--- config.mk ---
export PLATFORM = sky130hd
export DESIGN_NAME = load_store_unit
export DESIGN_NICKNAME = d
export VERILOG_FILES = /design/src/rtl/load_store_unit_pkg.sv /design/src/rtl/lsu_align.sv /design/src/rtl/load_store_unit.sv
export SDC_FILE = /design/constraint.sdc
export NUM_CORES = 1
export LEC_CHECK = 0
export CAP_MARGIN = 20
export CORE_MARGIN = 2
export CORE_UTILIZATION = 29
export DETAILED_ROUTE_END_ITERATION = 10
export GPL_ROUTABILITY_DRIVEN = 1
export PLACE_DENSITY = 0.88
export SLEW_MARGIN = 20
export SYNTH_ARGS = -nofsm -noshare
export SYNTH_HDL_FRONTEND = slang
export SYNTH_SLANG_ARGS = --single-unit
--- constraint.sdc ---
create_clock -name clk_i -period 4.55 [get_ports clk_i]
set_clock_uncertainty 0.15 [all_clocks]
set_input_delay 0.91 -clock clk_i [delete_from_list [all_inputs] [get_ports clk_i]]
set_output_delay 0.91 -clock clk_i [all_outputs]
set_load 0.05 [all_outputs]
--- src/rtl/load_store_unit_pkg.sv ---
// rtl/load_store_unit_pkg.sv - shared pipeline types for the memory stage
// Holds the access-size and LSU state encodings next to the stage control word.
package load_store_unit_pkg;

  typedef enum logic [1:0] {
    SIZE_BYTE = 2'b00,
    SIZE_HALF = 2'b01,
    SIZE_WORD = 2'b10,
    SIZE_ILL  = 2'b11
  } mem_size_e;

  typedef enum logic [1:0] {
    LSU_IDLE = 2'b00,
    LSU_REQ  = 2'b01,
    LSU_WAIT = 2'b10
  } lsu_state_e;

  typedef struct packed {
    logic valid;
    logic stall;
    logic flush;
  } stage_ctrl_t;

  // An access is unusable when its offset is not a multiple of its size.
  function automatic logic is_misaligned(input logic [1:0] size, input logic [1:0] off);
    case (size)
      SIZE_BYTE: is_misaligned = 1'b0;
      SIZE_HALF: is_misaligned = off[0];
      SIZE_WORD: is_misaligned = |off;
      default:   is_misaligned = 1'b1;
    endcase
  endfunction

endpackage

--- src/rtl/lsu_align.sv ---
// rtl/lsu_align.sv - byte-enable, store replication and load extract/extend
// Purely combinational lane steering for a 32-bit data bus.
module lsu_align
  import load_store_unit_pkg::*;
(
  input  logic [1:0]  i_size,
  input  logic        i_unsigned,
  input  logic [1:0]  i_offset,
  input  logic [31:0] i_wdata,
  input  logic [31:0] i_rdata,
  output logic [3:0]  o_be,
  output logic [31:0] o_wdata,
  output logic [31:0] o_load_data
);

  logic [31:0] w_shift;
  mem_size_e   w_size;

  assign w_size  = mem_size_e'(i_size);
  assign w_shift = i_rdata >> {i_offset, 3'b000};

  always_comb begin
    o_be        = 4'b0000;
    o_wdata     = i_wdata;
    o_load_data = w_shift;
    case (w_size)
      SIZE_BYTE: begin
        o_be        = 4'b0001 << i_offset;
        o_wdata     = {4{i_wdata[7:0]}};
        o_load_data = i_unsigned ? {24'b0, w_shift[7:0]}
                                 : {{24{w_shift[7]}}, w_shift[7:0]};
      end
      SIZE_HALF: begin
        o_be        = 4'b0011 << {i_offset[1], 1'b0};
        o_wdata     = {2{i_wdata[15:0]}};
        o_load_data = i_unsigned ? {16'b0, w_shift[15:0]}
                                 : {{16{w_shift[15]}}, w_shift[15:0]};
      end
      SIZE_WORD: begin
        o_be = 4'b1111;
      end
      default: begin
        o_be = 4'b0000;
      end
    endcase
  end

endmodule

--- src/rtl/load_store_unit.sv ---
// rtl/load_store_unit.sv - single-outstanding req/gnt/rvalid data-memory initiator
// Drives the bus for memory-stage loads/stores and raises dmem_stall_o until completion.
module load_store_unit
  import load_store_unit_pkg::*;
#(
  parameter int ADDR_W = 32,
  parameter int DATA_W = 32
) (
  input  logic              clk_i,
  input  logic              rst_ni,
  input  logic              mem_valid_i,
  input  logic              mem_we_i,
  input  logic [1:0]        mem_size_i,
  input  logic              mem_unsigned_i,
  input  logic [ADDR_W-1:0] mem_addr_i,
  input  logic [DATA_W-1:0] mem_wdata_i,
  output logic              dmem_req_o,
  output logic              dmem_we_o,
  output logic [3:0]        dmem_be_o,
  output logic [ADDR_W-1:0] dmem_addr_o,
  output logic [DATA_W-1:0] dmem_wdata_o,
  input  logic              dmem_gnt_i,
  input  logic              dmem_rvalid_i,
  input  logic [DATA_W-1:0] dmem_rdata_i,
  input  logic              dmem_err_i,
  output logic              dmem_stall_o,
  output logic [DATA_W-1:0] load_data_o,
  output logic              misaligned_o,
  output logic              bus_err_o
);

  lsu_state_e r_state;
  lsu_state_e w_next;
  logic       w_misaligned;
  logic       w_access;
  logic       w_in_wait;

  assign w_misaligned = is_misaligned(mem_size_i, mem_addr_i[1:0]);
  assign w_access     = mem_valid_i && !w_misaligned;
  assign w_in_wait    = (r_state == LSU_WAIT);

  always_ff @(posedge clk_i or negedge rst_ni) begin
    if (!rst_ni) begin
      r_state <= LSU_IDLE;
    end else begin
      r_state <= w_next;
    end
  end

  // gnt outside IDLE/REQ and rvalid outside WAIT fall through to "hold state".
  always_comb begin
    w_next = r_state;
    case (r_state)
      LSU_IDLE: if (w_access) w_next = dmem_gnt_i ? LSU_WAIT : LSU_REQ;
      LSU_REQ:  if (dmem_gnt_i) w_next = LSU_WAIT;
      LSU_WAIT: if (dmem_rvalid_i) w_next = LSU_IDLE;
      default:  w_next = LSU_IDLE;
    endcase
  end

  assign dmem_req_o   = rst_ni && w_access && (r_state == LSU_IDLE || r_state == LSU_REQ);
  assign dmem_stall_o = rst_ni && w_access && !(w_in_wait && dmem_rvalid_i);
  assign misaligned_o = rst_ni && mem_valid_i && w_misaligned;
  assign bus_err_o    = rst_ni && w_in_wait && dmem_rvalid_i && dmem_err_i;
  assign dmem_we_o    = mem_we_i;
  assign dmem_addr_o  = {mem_addr_i[ADDR_W-1:2], 2'b00};

  lsu_align u_align (
    .i_size      (mem_size_i),
    .i_unsigned  (mem_unsigned_i),
    .i_offset    (mem_addr_i[1:0]),
    .i_wdata     (mem_wdata_i),
    .i_rdata     (dmem_rdata_i),
    .o_be        (dmem_be_o),
    .o_wdata     (dmem_wdata_o),
    .o_load_data (load_data_o)
  );

endmodule

==> reports/metrics.yaml, run 1 <==
status: "finished clean"
p_leak_uw: 0.00139
hold_path.class: "flip-flop to flip-flop"
clk_latency_ns: 0.21
track_usage_pct: 19.6
design_area_um2: 3180
clkPwrFrac_pct: 10.8
yosysUniqueCellTypes: 34
placed_area_um2: 3140
synth_area_um2: 1720
grt_pass1_wl_um: 10200
reg.largest.list: "r_state: 2 flops"
multiInputGateArea_um2: 1250
fmax_ghz: 0.252
internal-power_uw: 317
clk_pin_slew_ns: 0.03
area_delta_synth_final_pct: 84.4
setup_violations: 0
largest_register_ffs: 2
routedWlPerCell_um: 17.2
antenna_cells: 0
rows: 28
grt-ovfl-total: 0
totalWireLength_um: 6980
cp.arrival_ns: 2.90
cts_root_buf: "clkbuf_8"
syn_avg_cell_area_um2: 7.40
initial_core_util_pct: 29.6
maxSlewHeadroom_pct: 54.9
antenna_found_initial: 0
core_area_um2: 5820
cts_max_path_buffers: 2
worstPathRequired_ns: 3.49
maxSlewViolCount: 0
critPathMaxStageDelay_ns: 0.54
die_w_um: 81.1
r2r_end: "r_state[1]"
synthCells: 233
drt_iter0_drc: 111
fin_crit_sh_pct: 87.1
cts_setup_buffers: 0
hold_viol_final: 0
holdCritStartpoint: "r_state[1]"
fillers: 527
power_density_nw_per_um2: 204
p_sw_share_pct: 51.2
critPathSlowestCell: "clkdlybuf4s50_1"
num-nets-final: 438
path_max_fanout: 19
grt_max_degree: 31
tns_ns: 0
synth-seq-cells: 2
min_path_cells: 1
post_cts_resized: 0
pin_count: 211
drc: 0
cts_tree: "built"
first_global_vias: 2003
crit_path_end_kind: "output pin"
viasPerCell: 5.08
whs_ns: 0.353
start_kind: "primary input"
rsz0062_at_grt: "false"
place.gp.congestion: 0.852
top_register: "r_state"
power.switching_uw: 332
ant_nets: 0
port_buffers: 146
drv_cap: 0
seqPwrFrac_pct: 3.5
vias: 2059
clock-sinks: 2
fin_cells: 405
drive_gt1_share_pct: 34.2
holdBufCountCts: 0
drtPass1Iterations: 4
ys.warnings.count: 0
combPwrFrac_pct: 85.7
cts-buffers-inserted: 3
htree_levels: 1
criticalPathCategory: "primary input to output pin"
reg2reg_from: "r_state[0]"
placedCellCount: 402
fin_util_pct: 54.7
worst_slew_pin_slew_ns: 0.675
post-dp-hpwl_um: 5670
ff2ff_setup_slack_ns: 3.52
ir_worst_vdd_mv: 0.145
mostFrequentLayoutCell: "clkdlybuf4s50_1"
fin_crit_ns: 3.96
die_h_um: 81.1
cp_cell_sequence: "clkdlybuf4s50_1 -> buf_4 -> nor2b_1 -> nand4_2 -> nand4_1 -> buf_12"
ff_latch_area_um2: 50.0
final_cell_mix: "83 x clkdlybuf4s50_1, 38 x buf_4, 33 x nand2_1"
min_to: "r_state[0]"
dieArea_um2: 6580
r2r_cells: 2
yosysSeqAreaShare_pct: 2.90
how the worst max path moves through the flow:
stage                             start         endpoint  slack (ns)  cells after the start
after detailed placement  mem_addr_i[1]  load_data_o[22]        0.63                      6
after CTS                 mem_addr_i[1]  load_data_o[22]        0.63                      6
after floorplan           mem_addr_i[0]   load_data_o[1]        0.96                      4
after global placement    mem_addr_i[1]  load_data_o[29]        0.66                      6
after global routing      mem_addr_i[1]  load_data_o[22]        0.50                      6
final                     mem_addr_i[1]  load_data_o[22]        0.59                      6
final cells by class:
cell class                      instances  area share [%]
Timing Repair Buffer                  152            54.6
Multi-Input combinational cell        170            39.2
Tap cell                               75            2.95
Sequential cell                         2            1.57
Clock buffer                            3            1.30
Inverter                                3           0.354
metal layers:
layer	vias to the layer above	track usage [%]	share of wire, %
li1	992	-	-
met1	937	23.5	37
met2	106	34.5	52
met3	24	3.56	8.6
met4	0	7.63	2.2
met5	-	0	0
stage by stage:
step / setup slack (ns) / total power, uW
after CTS: 0.633 / 652
after global placement: 0.659 / 572
after detailed placement: 0.632 / 578
after floorplan: 0.961 / 408
final: 0.587 / 649
after global routing: 0.503 / 676
cells by family after synthesis:
logic type | count (synthesis) | synth area share (%)
AND/OR/NAND/NOR | 74 | 22.4
XOR/XNOR | 1 | 0.508
buffers and inverters | 62 | 25.0
other | 1 | 0.217
flip-flops | 2 | 2.90
multiplexers | 50 | 33.2
AO/OA/AOI/OAI | 43 | 15.7
Yosys cell counts:
master | instances | area (um2)
nand3_2 | 2 | 20.0
clkbuf_1 | 4 | 15.0
o21ai_0 | 18 | 90.1
nor2_4 | 1 | 11.3
a21oi_1 | 13 | 65.1
a22oi_1 | 1 | 7.51
a221oi_2 | 1 | 15.0
buf_4 | 47 | 353
buf_6 | 2 | 22.5
a221oi_1 | 7 | 61.3
clkinv_1 | 1 | 3.75
a31oi_4 | 1 | 21.3
mux2i_1 | 17 | 170
buf_2 | 6 | 30.0
nand2b_1 | 2 | 12.5
and3_1 | 2 | 12.5
nand3_1 | 1 | 5.00
nand4_2 | 1 | 12.5
inv_1 | 2 | 7.51
conb_1 | 1 | 3.75
mux2_4 | 8 | 120
and3b_1 | 1 | 8.76
or2_2 | 1 | 6.26
nand4_1 | 16 | 100
o22ai_1 | 1 | 6.26
dfrtp_1 | 2 | 50.1
nor2_1 | 6 | 22.5
mux2_2 | 25 | 282
nand2_1 | 33 | 124
nor3b_2 | 1 | 12.5
o21ai_1 | 1 | 5.00
nor3_1 | 4 | 20.0
nor2b_1 | 3 | 18.8
xor2_1 | 1 | 8.76
worst max-delay path, delay by kind of cell:
family	cells	cell delay, ns
buffers and inverters	3	1.01
and+or+nand+nor	3	0.97
power groups by stage:
stage / combinational [uW] / sequential, uW / clock, uW
floorplan: 386 / 22.2 / 0
global placement: 549 / 22.7 / 0
detailed placement: 556 / 22.9 / 0
CTS: 557 / 22.8 / 71.6
global route: 578 / 23.3 / 75.2
finish: 556 / 22.8 / 70.3
No activity file was read; power rests on OpenSTA's default activity.
==> run 2, diff against run 1 <==
- CTS_CLUSTER_DIAMETER: default -> 50
==> results of run 2 <==
Final layout, timing and power as in run 1 (identical DEF).
==> run 3, diff against run 2 <==
- GPL_TIMING_DRIVEN: default -> 0
- PLACE_DENSITY: 0.88 -> default
- PLACE_DENSITY_LB_ADDON: default -> 0.1
==> run 3 against run 2 <==
- core utilization rose by 7.5 points
- register-to-register slack improved by 0.05 ns
- combinational power rose by 9.0%
- highest routed layer unchanged
- power rose by 7.8%
- fmax fell by 6.3%
- largest power group unchanged
- sequential share of layout area fell by 0.19 points
- worst setup slack got worse by 0.27 ns
- cell count rose by 20%
- worst hold slack improved by 0.0060 ns
- non-clock buffer count rose by 82
==> reports/metrics.yaml, run 3 (synthesis gave the netlist of run 1 again) <==
fmax_ghz: 0.236
grt-ovfl-total: 0
cts_max_path_buffers: 2
maxSlewHeadroom_pct: 63.4
post_cts_resized: 0
htree_levels: 1
clk_pin_slew_ns: 0.03
port_buffers: 175
maxSlewViolCount: 0
hold_viol_final: 0
post-dp-hpwl_um: 6170
drtPass1Iterations: 4
status: "finished clean"
multiInputGateArea_um2: 1250
r2r_cells: 2
placedCellCount: 484
reg2reg_from: "r_state[0]"
path_max_fanout: 10
ir_worst_vdd_mv: 0.169
p_leak_uw: 0.00155
fillers: 531
num-nets-final: 520
largest_register_ffs: 2
criticalPathCategory: "primary input to output pin"
crit_path_end_kind: "output pin"
cts_tree: "built"
pin_count: 211
top_register: "r_state"
antenna_found_initial: 0
power_density_nw_per_um2: 193
worstPathRequired_ns: 3.49
ff2ff_setup_slack_ns: 3.57
fin_crit_sh_pct: 92.9
rows: 28
die_h_um: 81.1
track_usage_pct: 20.6
drv_cap: 0
routedWlPerCell_um: 15.2
totalWireLength_um: 7410
viasPerCell: 4.82
whs_ns: 0.359
fin_cells: 487
vias: 2346
cts_root_buf: "clkbuf_8"
initial_core_util_pct: 29.6
critPathTopFamily: "buffers and inverters"
tns_ns: 0
r2r_end: "r_state[1]"
core_area_um2: 5820
place.gp.congestion: 0.823
critPathMaxStageDelay_ns: 0.82
grt_pass1_wl_um: 10800
cp-endpoint: "load_data_o[22]"
holdBufCountCts: 0
first_global_vias: 2081
path_buf_inv: 4
cp_cell_sequence: "clkdlybuf4s50_1 -> buf_4 -> xor2_1 -> nand3_2 -> buf_4 -> nand4_1 -> clkdlybuf4s50_1"
cp.depth: 7
start_kind: "primary input"
clock-sinks: 2
clk_latency_ns: 0.21
final_cell_mix: "175 x clkdlybuf4s50_1, 47 x buf_4, 33 x nand2_1"
worst_slew_pin_slew_ns: 0.548
ant_nets: 0
rsz0062_at_grt: "false"
cts_setup_buffers: 0
hold_path.class: "flip-flop to flip-flop"
drive_gt1_share_pct: 24.0
area_delta_synth_final_pct: 110
drt_iter0_drc: 79
die_w_um: 81.1
antenna_cells: 0
cts-buffers-inserted: 3
reg.largest.list: "r_state: 2 flops"
cp.arrival_ns: 3.17
dieArea_um2: 6580
drc: 0
mostFrequentLayoutCell: "clkdlybuf4s50_1"
cp-startpoint: "mem_size_i[0]"
fin_crit_ns: 4.23
grt_max_degree: 11
critPathSlowestCell: "clkdlybuf4s50_1"
setup_violations: 0
ff_latch_area_um2: 50.0
## run 3: changes by cell type in the layout (fill, tap and decap cells not counted)
| cell | before | now |
|---|---|---|
| buf_6 | 0 | 2 |
| buf_12 | 31 | 0 |
| buf_2 | 0 | 6 |
| clkdlybuf4s50_1 | 83 | 175 |
| buf_4 | 38 | 47 |
| clkbuf_1 | 0 | 4 |
## run 3: cell type report
class | instances | area share [%]
repair buffers | 175 | 48.5
plain buffers | 59 | 11.6
clock buffers | 3 | 1.14
flip-flops and latches | 2 | 1.38
multi-input cells | 170 | 34.5
well taps | 75 | 2.60
inverters | 3 | 0.312
## run 3: through the flow
| stage | cell area [um2] | setup slack (ns) | total power, uW | utilization [%] |
|---|---|---|---|---|
| 6_report | 3610 | 0.321 | 699 | 62.2 |
| 3_3_place_gp | 3570 | 0.363 | 626 | 61.4 |
| 4_1_cts | 3610 | 0.330 | 703 | 62.2 |
| 3_5_place_dp | 3570 | 0.340 | 629 | 61.4 |
| 5_1_grt | 3610 | 0.160 | 731 | 62.2 |
| 2_1_floorplan | 1730 | 0.961 | 408 | - |
## run 3: worst min path at each step
stage | start | endpoint | slack [ns] | cells after the start
floorplan | r_state[1] | r_state[0] | 0.31 | 1
global placement | r_state[1] | r_state[0] | 0.34 | 1
detailed placement | r_state[1] | r_state[0] | 0.35 | 1
CTS | r_state[1] | r_state[0] | 0.35 | 1
global route | r_state[1] | r_state[0] | 0.39 | 1
finish | r_state[1] | r_state[0] | 0.36 | 1
## run 3: per-layer routing
| layer | track usage (%) | share of wire [%] |
|---|---|---|
| met2 | 39.3 | 52 |
| met1 | 24.1 | 39 |
| met4 | 4.07 | 1.1 |
| met5 | 0 | 0 |
| met3 | 3.33 | 7.7 |
## run 3: power breakdown
| group | internal [uW] | switching [uW] | leakage, uW | total, uW |
|---|---|---|---|---|
| Sequential | 20.2 | 2.42 | 0.0000264 | 22.7 |
| Combinational | 246 | 361 | 0.00150 | 606 |
| Clock | 56.0 | 14.2 | 0.0000216 | 70.1 |
